File: src/rtl/dmem_arb_pkg.sv
// Shared types and defaults for the data-memory port arbiter.
// Optional starvation guard is enabled by defining DMEM_ARB_STARVE_EN.
package dmem_arb_pkg;

    localparam int unsigned DEF_AW         = 32;
    localparam int unsigned DEF_DW         = 32;
    localparam int unsigned DEF_MAX_BURST  = 4;
    localparam int unsigned DEF_STARVE_LIM = 8;

    typedef enum logic [1:0] {
        StIdle = 2'd0,
        StCore = 2'd1,
        StExt  = 2'd2
    } state_e;

    typedef enum logic [1:0] {
        OwnNone = 2'd0,
        OwnCore = 2'd1,
        OwnExt  = 2'd2
    } owner_e;

    // The next state is simply whoever owns the port this cycle.
    function automatic state_e owner_to_state(owner_e own);
        state_e st;
        unique case (own)
            OwnCore: st = StCore;
            OwnExt:  st = StExt;
            default: st = StIdle;
        endcase
        return st;
    endfunction

endpackage

File: src/rtl/dmem_port_arbiter_if.sv
// Bus bundle between pipeline MEM stage, external loader port and Data_Memory.
// slave = arbiter view, master = environment view.
interface dmem_port_arbiter_if
    import dmem_arb_pkg::*;
#(
    parameter int unsigned AW = DEF_AW,
    parameter int unsigned DW = DEF_DW
);
    logic          core_req;
    logic          core_we;
    logic [AW-1:0] core_addr;
    logic [DW-1:0] core_wdata;
    logic [DW-1:0] core_rdata;
    logic          core_stall;

    logic          ext_req;
    logic          ext_we;
    logic [AW-1:0] ext_addr;
    logic [DW-1:0] ext_wdata;
    logic          ext_gnt;
    logic [DW-1:0] ext_rdata;
    logic          ext_rvalid;

    logic          mem_we;
    logic          mem_re;
    logic [AW-1:0] mem_addr;
    logic [DW-1:0] mem_wdata;
    logic [DW-1:0] mem_rdata;

    modport slave (
        input  core_req, core_we, core_addr, core_wdata,
        input  ext_req, ext_we, ext_addr, ext_wdata,
        input  mem_rdata,
        output core_rdata, core_stall,
        output ext_gnt, ext_rdata, ext_rvalid,
        output mem_we, mem_re, mem_addr, mem_wdata
    );

    modport master (
        output core_req, core_we, core_addr, core_wdata,
        output ext_req, ext_we, ext_addr, ext_wdata,
        output mem_rdata,
        input  core_rdata, core_stall,
        input  ext_gnt, ext_rdata, ext_rvalid,
        input  mem_we, mem_re, mem_addr, mem_wdata
    );

endinterface

File: src/rtl/dmem_arb_fsm.sv
// Ownership FSM: decides per cycle whether core, ext or nobody drives the memory port.
// DMEM_ARB_STARVE_EN adds a wait counter that forces an ext slot after STARVE_LIM waits.
module dmem_arb_fsm
    import dmem_arb_pkg::*;
#(
    parameter int unsigned MAX_BURST  = DEF_MAX_BURST,
    parameter int unsigned STARVE_LIM = DEF_STARVE_LIM
) (
    input  logic   clk,
    input  logic   rst,
    input  logic   core_req,
    input  logic   ext_req,
    output owner_e owner
);

    localparam int unsigned BW = $clog2(MAX_BURST + 1);

    state_e        state_q, state_d;
    logic [BW-1:0] burst_cnt_q, burst_cnt_d;
    logic          burst_left;
    logic          starved;

    assign burst_left = (burst_cnt_q < BW'(MAX_BURST));

`ifdef DMEM_ARB_STARVE_EN
    localparam int unsigned WW = $clog2(STARVE_LIM + 1);

    logic [WW-1:0] wait_cnt_q, wait_cnt_d;

    assign starved = ext_req && (wait_cnt_q == WW'(STARVE_LIM));

    always_comb begin
        wait_cnt_d = wait_cnt_q;
        if (owner == OwnExt) begin
            wait_cnt_d = '0;
        end else if (ext_req && (wait_cnt_q != WW'(STARVE_LIM))) begin
            wait_cnt_d = wait_cnt_q + WW'(1);
        end
    end

    always_ff @(posedge clk) begin
        if (rst) begin
            wait_cnt_q <= '0;
        end else begin
            wait_cnt_q <= wait_cnt_d;
        end
    end
`else
    assign starved = 1'b0;
`endif

    always_comb begin
        owner = OwnNone;
        if (rst) begin
            owner = OwnNone;
        end else if (starved) begin
            owner = OwnExt;
        end else if ((state_q == StExt) && ext_req && burst_left) begin
            owner = OwnExt;
        end else if (core_req) begin
            owner = OwnCore;
        end else if (ext_req) begin
            owner = OwnExt;
        end
    end

    always_comb begin
        state_d     = owner_to_state(owner);
        burst_cnt_d = '0;
        // An exhausted burst that ext keeps anyway starts a fresh one.
        if (owner == OwnExt) begin
            burst_cnt_d = burst_left ? burst_cnt_q + BW'(1) : BW'(1);
        end
    end

    always_ff @(posedge clk) begin
        if (rst) begin
            state_q     <= StIdle;
            burst_cnt_q <= '0;
        end else begin
            state_q     <= state_d;
            burst_cnt_q <= burst_cnt_d;
        end
    end

endmodule

File: src/rtl/dmem_port_arbiter.sv
// Shares the single Data_Memory port between the MEM stage and an external loader port.
// Define DMEM_ARB_STARVE_EN to bound how long ext can be locked out by the core.
module dmem_port_arbiter
    import dmem_arb_pkg::*;
#(
    parameter int unsigned AW         = DEF_AW,
    parameter int unsigned DW         = DEF_DW,
    parameter int unsigned MAX_BURST  = DEF_MAX_BURST,
    parameter int unsigned STARVE_LIM = DEF_STARVE_LIM
) (
    input logic               clk,
    input logic               rst,
    dmem_port_arbiter_if.slave bus
);

    owner_e        owner;
    logic          we_mux;
    logic          re_mux;
    logic [AW-1:0] addr_mux;
    logic [DW-1:0] wdata_mux;
    logic [DW-1:0] core_rdata_mux;
    logic          ext_rd_grant;
    logic [DW-1:0] ext_rdata_q;
    logic          ext_rvalid_q;

    dmem_arb_fsm #(
        .MAX_BURST  (MAX_BURST),
        .STARVE_LIM (STARVE_LIM)
    ) u_fsm (
        .clk      (clk),
        .rst      (rst),
        .core_req (bus.core_req),
        .ext_req  (bus.ext_req),
        .owner    (owner)
    );

    always_comb begin
        we_mux         = 1'b0;
        re_mux         = 1'b0;
        addr_mux       = '0;
        wdata_mux      = '0;
        core_rdata_mux = '0;
        unique case (owner)
            OwnCore: begin
                we_mux         = bus.core_we;
                re_mux         = !bus.core_we;
                addr_mux       = bus.core_addr;
                wdata_mux      = bus.core_wdata;
                core_rdata_mux = bus.mem_rdata;
            end
            OwnExt: begin
                we_mux    = bus.ext_we;
                re_mux    = !bus.ext_we;
                addr_mux  = bus.ext_addr;
                wdata_mux = bus.ext_wdata;
            end
            default: ;
        endcase
    end

    assign bus.mem_we     = we_mux;
    assign bus.mem_re     = re_mux;
    assign bus.mem_addr   = addr_mux;
    assign bus.mem_wdata  = wdata_mux;
    assign bus.core_rdata = core_rdata_mux;
    assign bus.core_stall = !rst && bus.core_req && (owner != OwnCore);
    assign bus.ext_gnt    = (owner == OwnExt);

    assign ext_rd_grant = (owner == OwnExt) && !bus.ext_we;

    always_ff @(posedge clk) begin
        if (rst) begin
            ext_rdata_q  <= '0;
            ext_rvalid_q <= 1'b0;
        end else begin
            ext_rvalid_q <= ext_rd_grant;
            if (ext_rd_grant) begin
                ext_rdata_q <= bus.mem_rdata;
            end
        end
    end

    assign bus.ext_rdata  = ext_rdata_q;
    assign bus.ext_rvalid = ext_rvalid_q;

endmodule

File: src/flat_wrapper.sv
// flat-port wrapper written by rule: the top's interface ports become plain ports
module dmem_port_arbiter_flat import dmem_arb_pkg::*;
#(
    parameter int unsigned AW         = DEF_AW,
    parameter int unsigned DW         = DEF_DW,
    parameter int unsigned MAX_BURST  = DEF_MAX_BURST,
    parameter int unsigned STARVE_LIM = DEF_STARVE_LIM
)
  (clk, rst, bus_core_req, bus_core_we, bus_core_addr, bus_core_wdata, bus_ext_req, bus_ext_we, bus_ext_addr, bus_ext_wdata, bus_mem_rdata, bus_core_rdata, bus_core_stall, bus_ext_gnt, bus_ext_rdata, bus_ext_rvalid, bus_mem_we, bus_mem_re, bus_mem_addr, bus_mem_wdata);
  dmem_port_arbiter_if #(.AW(AW), .DW(DW)) bus_i ();
  input logic clk;
  input logic rst;
  input wire logic [$bits(bus_i.core_req)-1:0] bus_core_req;
  input wire logic [$bits(bus_i.core_we)-1:0] bus_core_we;
  input wire logic [$bits(bus_i.core_addr)-1:0] bus_core_addr;
  input wire logic [$bits(bus_i.core_wdata)-1:0] bus_core_wdata;
  input wire logic [$bits(bus_i.ext_req)-1:0] bus_ext_req;
  input wire logic [$bits(bus_i.ext_we)-1:0] bus_ext_we;
  input wire logic [$bits(bus_i.ext_addr)-1:0] bus_ext_addr;
  input wire logic [$bits(bus_i.ext_wdata)-1:0] bus_ext_wdata;
  input wire logic [$bits(bus_i.mem_rdata)-1:0] bus_mem_rdata;
  output wire logic [$bits(bus_i.core_rdata)-1:0] bus_core_rdata;
  output wire logic [$bits(bus_i.core_stall)-1:0] bus_core_stall;
  output wire logic [$bits(bus_i.ext_gnt)-1:0] bus_ext_gnt;
  output wire logic [$bits(bus_i.ext_rdata)-1:0] bus_ext_rdata;
  output wire logic [$bits(bus_i.ext_rvalid)-1:0] bus_ext_rvalid;
  output wire logic [$bits(bus_i.mem_we)-1:0] bus_mem_we;
  output wire logic [$bits(bus_i.mem_re)-1:0] bus_mem_re;
  output wire logic [$bits(bus_i.mem_addr)-1:0] bus_mem_addr;
  output wire logic [$bits(bus_i.mem_wdata)-1:0] bus_mem_wdata;
  assign bus_i.core_req = bus_core_req;
  assign bus_i.core_we = bus_core_we;
  assign bus_i.core_addr = bus_core_addr;
  assign bus_i.core_wdata = bus_core_wdata;
  assign bus_i.ext_req = bus_ext_req;
  assign bus_i.ext_we = bus_ext_we;
  assign bus_i.ext_addr = bus_ext_addr;
  assign bus_i.ext_wdata = bus_ext_wdata;
  assign bus_i.mem_rdata = bus_mem_rdata;
  assign bus_core_rdata = bus_i.core_rdata;
  assign bus_core_stall = bus_i.core_stall;
  assign bus_ext_gnt = bus_i.ext_gnt;
  assign bus_ext_rdata = bus_i.ext_rdata;
  assign bus_ext_rvalid = bus_i.ext_rvalid;
  assign bus_mem_we = bus_i.mem_we;
  assign bus_mem_re = bus_i.mem_re;
  assign bus_mem_addr = bus_i.mem_addr;
  assign bus_mem_wdata = bus_i.mem_wdata;
  dmem_port_arbiter #(.AW(AW), .DW(DW), .MAX_BURST(MAX_BURST), .STARVE_LIM(STARVE_LIM)) u_core (.clk(clk), .rst(rst), .bus(bus_i));
endmodule
File: config.mk
export PLATFORM = sky130hd
export DESIGN_NAME = dmem_port_arbiter_flat
export DESIGN_NICKNAME = d
export VERILOG_FILES = /design/src/rtl/dmem_arb_pkg.sv /design/src/rtl/dmem_port_arbiter_if.sv /design/src/rtl/dmem_arb_fsm.sv /design/src/rtl/dmem_port_arbiter.sv /design/src/flat_wrapper.sv
export SDC_FILE = /design/constraint.sdc
export NUM_CORES = 1
export LEC_CHECK = 0
export CAP_MARGIN = 20
export CORE_AREA = 2 2 117 119
export DETAILED_ROUTE_END_ITERATION = 6
export DIE_AREA = 0 0 119 121
export PLACE_DENSITY_LB_ADDON = 0.08
export SLEW_MARGIN = 10
export SYNTH_ARGS = -nofsm -noshare
export SYNTH_HDL_FRONTEND = slang
export SYNTH_HIERARCHICAL = 1
export SYNTH_SLANG_ARGS = --single-unit
export TNS_END_PERCENT = 20
File: constraint.sdc
create_clock -name clk -period 6.1 [get_ports clk]
set_clock_uncertainty 0.05 [all_clocks]
set_input_delay 1.22 -clock clk [delete_from_list [all_inputs] [get_ports clk]]
set_output_delay 1.22 -clock clk [all_outputs]
set_load 0.005 [all_outputs]
==> flow_metrics.tcl <==
set metrics [dict create \
    reg2reg_setup_slack_ps 3270 \
    syn-num-nets 534 \
    report.final.slew_viol_count 0 \
    layout-drive-gt1-share_pct 4.72 \
    place_ws_ps 883 \
    ios 299 \
    rsz0062_at_grt "false" \
    cts_made_buffers 5 \
    setup_viol 0 \
    critPathLaunch "bus_core_req" \
    yosysTopAreaCellShare_pct 26.4 \
    postCtsSetupBuffers 0 \
    worstPathArrival_ps 3930 \
    netlist_area_sq_um 2880 \
    clkLatencyLatePin_ps 280 \
    drc 0 \
    rows 42 \
    routed_wl_um 14900 \
    drt_iter0_markers 211 \
    viasPerCell 4.68 \
    wire_per_inst_um 18.3 \
    grt_max_degree 100 \
    ant_nets 0 \
    yosysSeqAreaShare_pct 26.4 \
    dp_hpwl_um 11300 \
    regToRegStartpoint "u_core/u_fsm/burst_cnt_q[2]$_SDFF_PP0_" \
    grt_overflow_total 0 \
    yosys_register_bits 38 \
    core_area_sq_um 13100 \
    path_class "primary input to output pin" \
    yosysUniqueCellTypes 24 \
    p_per_area_nw_per_um2 145 \
    met3_usage_pct 5.97 \
    io_buffers 298 \
    cts_tree "built" \
    worstHoldPathType "register to register" \
    initial_core_util_pct 22.0 \
    max_slew_margin_pct 31.3 \
    worstHoldEndpoint "u_core/bus.ext_rdata[16]$_SDFFE_PP0P_" \
    grt_pass1_vias 3754 \
    crit_required_ps 4830 \
    total_power_mw 0.887 \
    cts_hold_buf 0 \
    gr-usage-all-layers_pct 19.6 \
    first_pass_iters 4 \
    tightest_slew_ps 1030 \
    cts_resized 0 \
    die_w_um 119 \
    synthCells 364 \
    min_period_ps 5200 \
    finalWorstSetupSlack_ps 903 \
    place_congestion 0.825 \
    finalNetCount 804 \
    die_y_um 121 \
    min_from "u_core/bus.ext_rdata[16]$_SDFFE_PP0P_" \
    critical_path.startpoint_type "primary input" \
    synth.area.top_cells "dfxtp_1 (26%), a22oi_1 (17%), nand4bb_1 (13%)" \
    status "finished, final reports clean" \
    timing.final.crit_share_pct 85.2 \
    dieArea_sq_um 14400 \
    grt_pass1_wl_um 22000 \
    leakage_nw 2.09 \
    cts_max_level 2 \
    worstReg2RegEnd "u_core/bus.ext_rdata[17]$_SDFFE_PP0P_" \
    use_met2_pct 33.7 \
    path_clk_slew_ps 50 \
    critPathCaptureType "output pin" \
    clock_tree.root_cell "clkbuf_16" \
    holdPathStages 2 \
    ir_drop_mv 0.143 \
    grt-busiest-layer "met2" \
    synth_top_area_cell "dfxtp_1" \
    cts.sink_count 38 \
    vias 3802 \
    synth-warning-count 6 \
    final_core_util_pct 46.8 \
    fin_tns_setup_ps 0 \
    grt_use_met1_pct 23.6 \
    areaGrowthSynthToFinish_pct 113 \
    syn_avg_cell_area_sq_um 7.90 \
    rr_worst_depth 7 \
    clockBufferDepth 2 \
    hold_viol 0 \
    max_freq_mhz 192 \
    cap_violations 0 \
    path_max_fanout 99 \
    antenna_found_initial 2 \
]
flip-flops by register name, indices dropped and copies added, names as in the netlist:
signal / flops
u_core/bus.ext_rdata: 32
u_core/u_fsm/state_q: 2
u_core/u_fsm/burst_cnt_q: 3
u_core/bus.ext_rvalid: 1
logic make-up (layout without fill, tap and decap cells):
| group | Yosys count | after routing | synth area share (%) |
|---|---|---|---|
| simple gates | 168 | 168 | 36.6 |
| compound gates | 105 | 105 | 26.1 |
| buf+inv | 49 | 320 | 9.09 |
| flops | 38 | 38 | 26.4 |
| fa+ha+maj | 4 | 4 | 1.74 |
| other cells | 0 | 2 | 0 |
critical path, cell delays in order:
cell             delay (ps)
clkdlybuf4s50_1         640
a21oi_1                 170
inv_1                   120
ha_4                    820
a22oi_1                 170
nor2_1                  210
clkdlybuf4s50_1         540
worst max-delay path by stage:
stage                       endpoint  depth (start not counted)  slack [ps]
detailed placement   bus_mem_addr[8]                          7         880
global route         bus_mem_addr[8]                          7         710
finish               bus_mem_addr[8]                          7         900
global placement     bus_mem_addr[3]                          7         980
CTS                  bus_mem_addr[8]                          7         860
floorplan           bus_mem_addr[10]                          9        2380
through the flow:
step | std cells | cell area, sq um | hold WS, ps
2_1_floorplan | 364 | 2880 | 389
3_3_place_gp | 803 | 5920 | 399
3_5_place_dp | 803 | 5920 | 407
4_1_cts | 811 | 6120 | 417
5_1_grt | 813 | 6130 | 434
6_report | 813 | 6130 | 411
cell usage after synthesis (all sizes together):
cell type  number
nor2           66
ha              4
o211a           2
inv             7
and2b           1
nand4bb        32
dfxtp          38
a21oi           3
buf            27
o21ai          32
or3b            1
clkbuf         15
nand2b         35
a22oi          65
and2           32
a221oi          1
nor3b           1
a2111oi         2
cells in the final DEF, fill, tap and decap left out, types with 3 or more instances in the layout:
cell	n
clkdlybuf4s50_1	297
nor2_1	66
a22oi_1	65
dfxtp_1	38
nand2b_1	35
and2_1	32
nand4bb_1	32
o21ai_1	21
o21ai_2	9
inv_1	7
buf_4	6
clkbuf_16	5
a21oi_1	3
final cells by class:
cell class                      count  area, sq um
Antenna cell                        2         5.00
Clock buffer                        6          139
Clock inverter                      2         60.1
Fill cell                        1259         6960
Inverter                            7         26.3
Multi-Input combinational cell    277         1870
Sequential cell                    38          761
Tap cell                          176          220
Timing Repair Buffer              305         3040
per-layer routing:
| layer | wire length (um) | part of all wire, % |
|---|---|---|
| met3 | 1400 | 9.4 |
| met2 | 7280 | 49 |
| met1 | 6000 | 40 |
| met4 | 222 | 1.5 |
| met5 | 0 | 0 |
report_power, final:
part           internal, mW  total (mW)  switching, mW
combinational         0.180       0.281          0.102
clock                 0.246       0.349          0.103
sequential            0.254       0.257        0.00262
total                 0.679       0.887          0.208
Note: power is estimated with default switching activity, not from simulation.
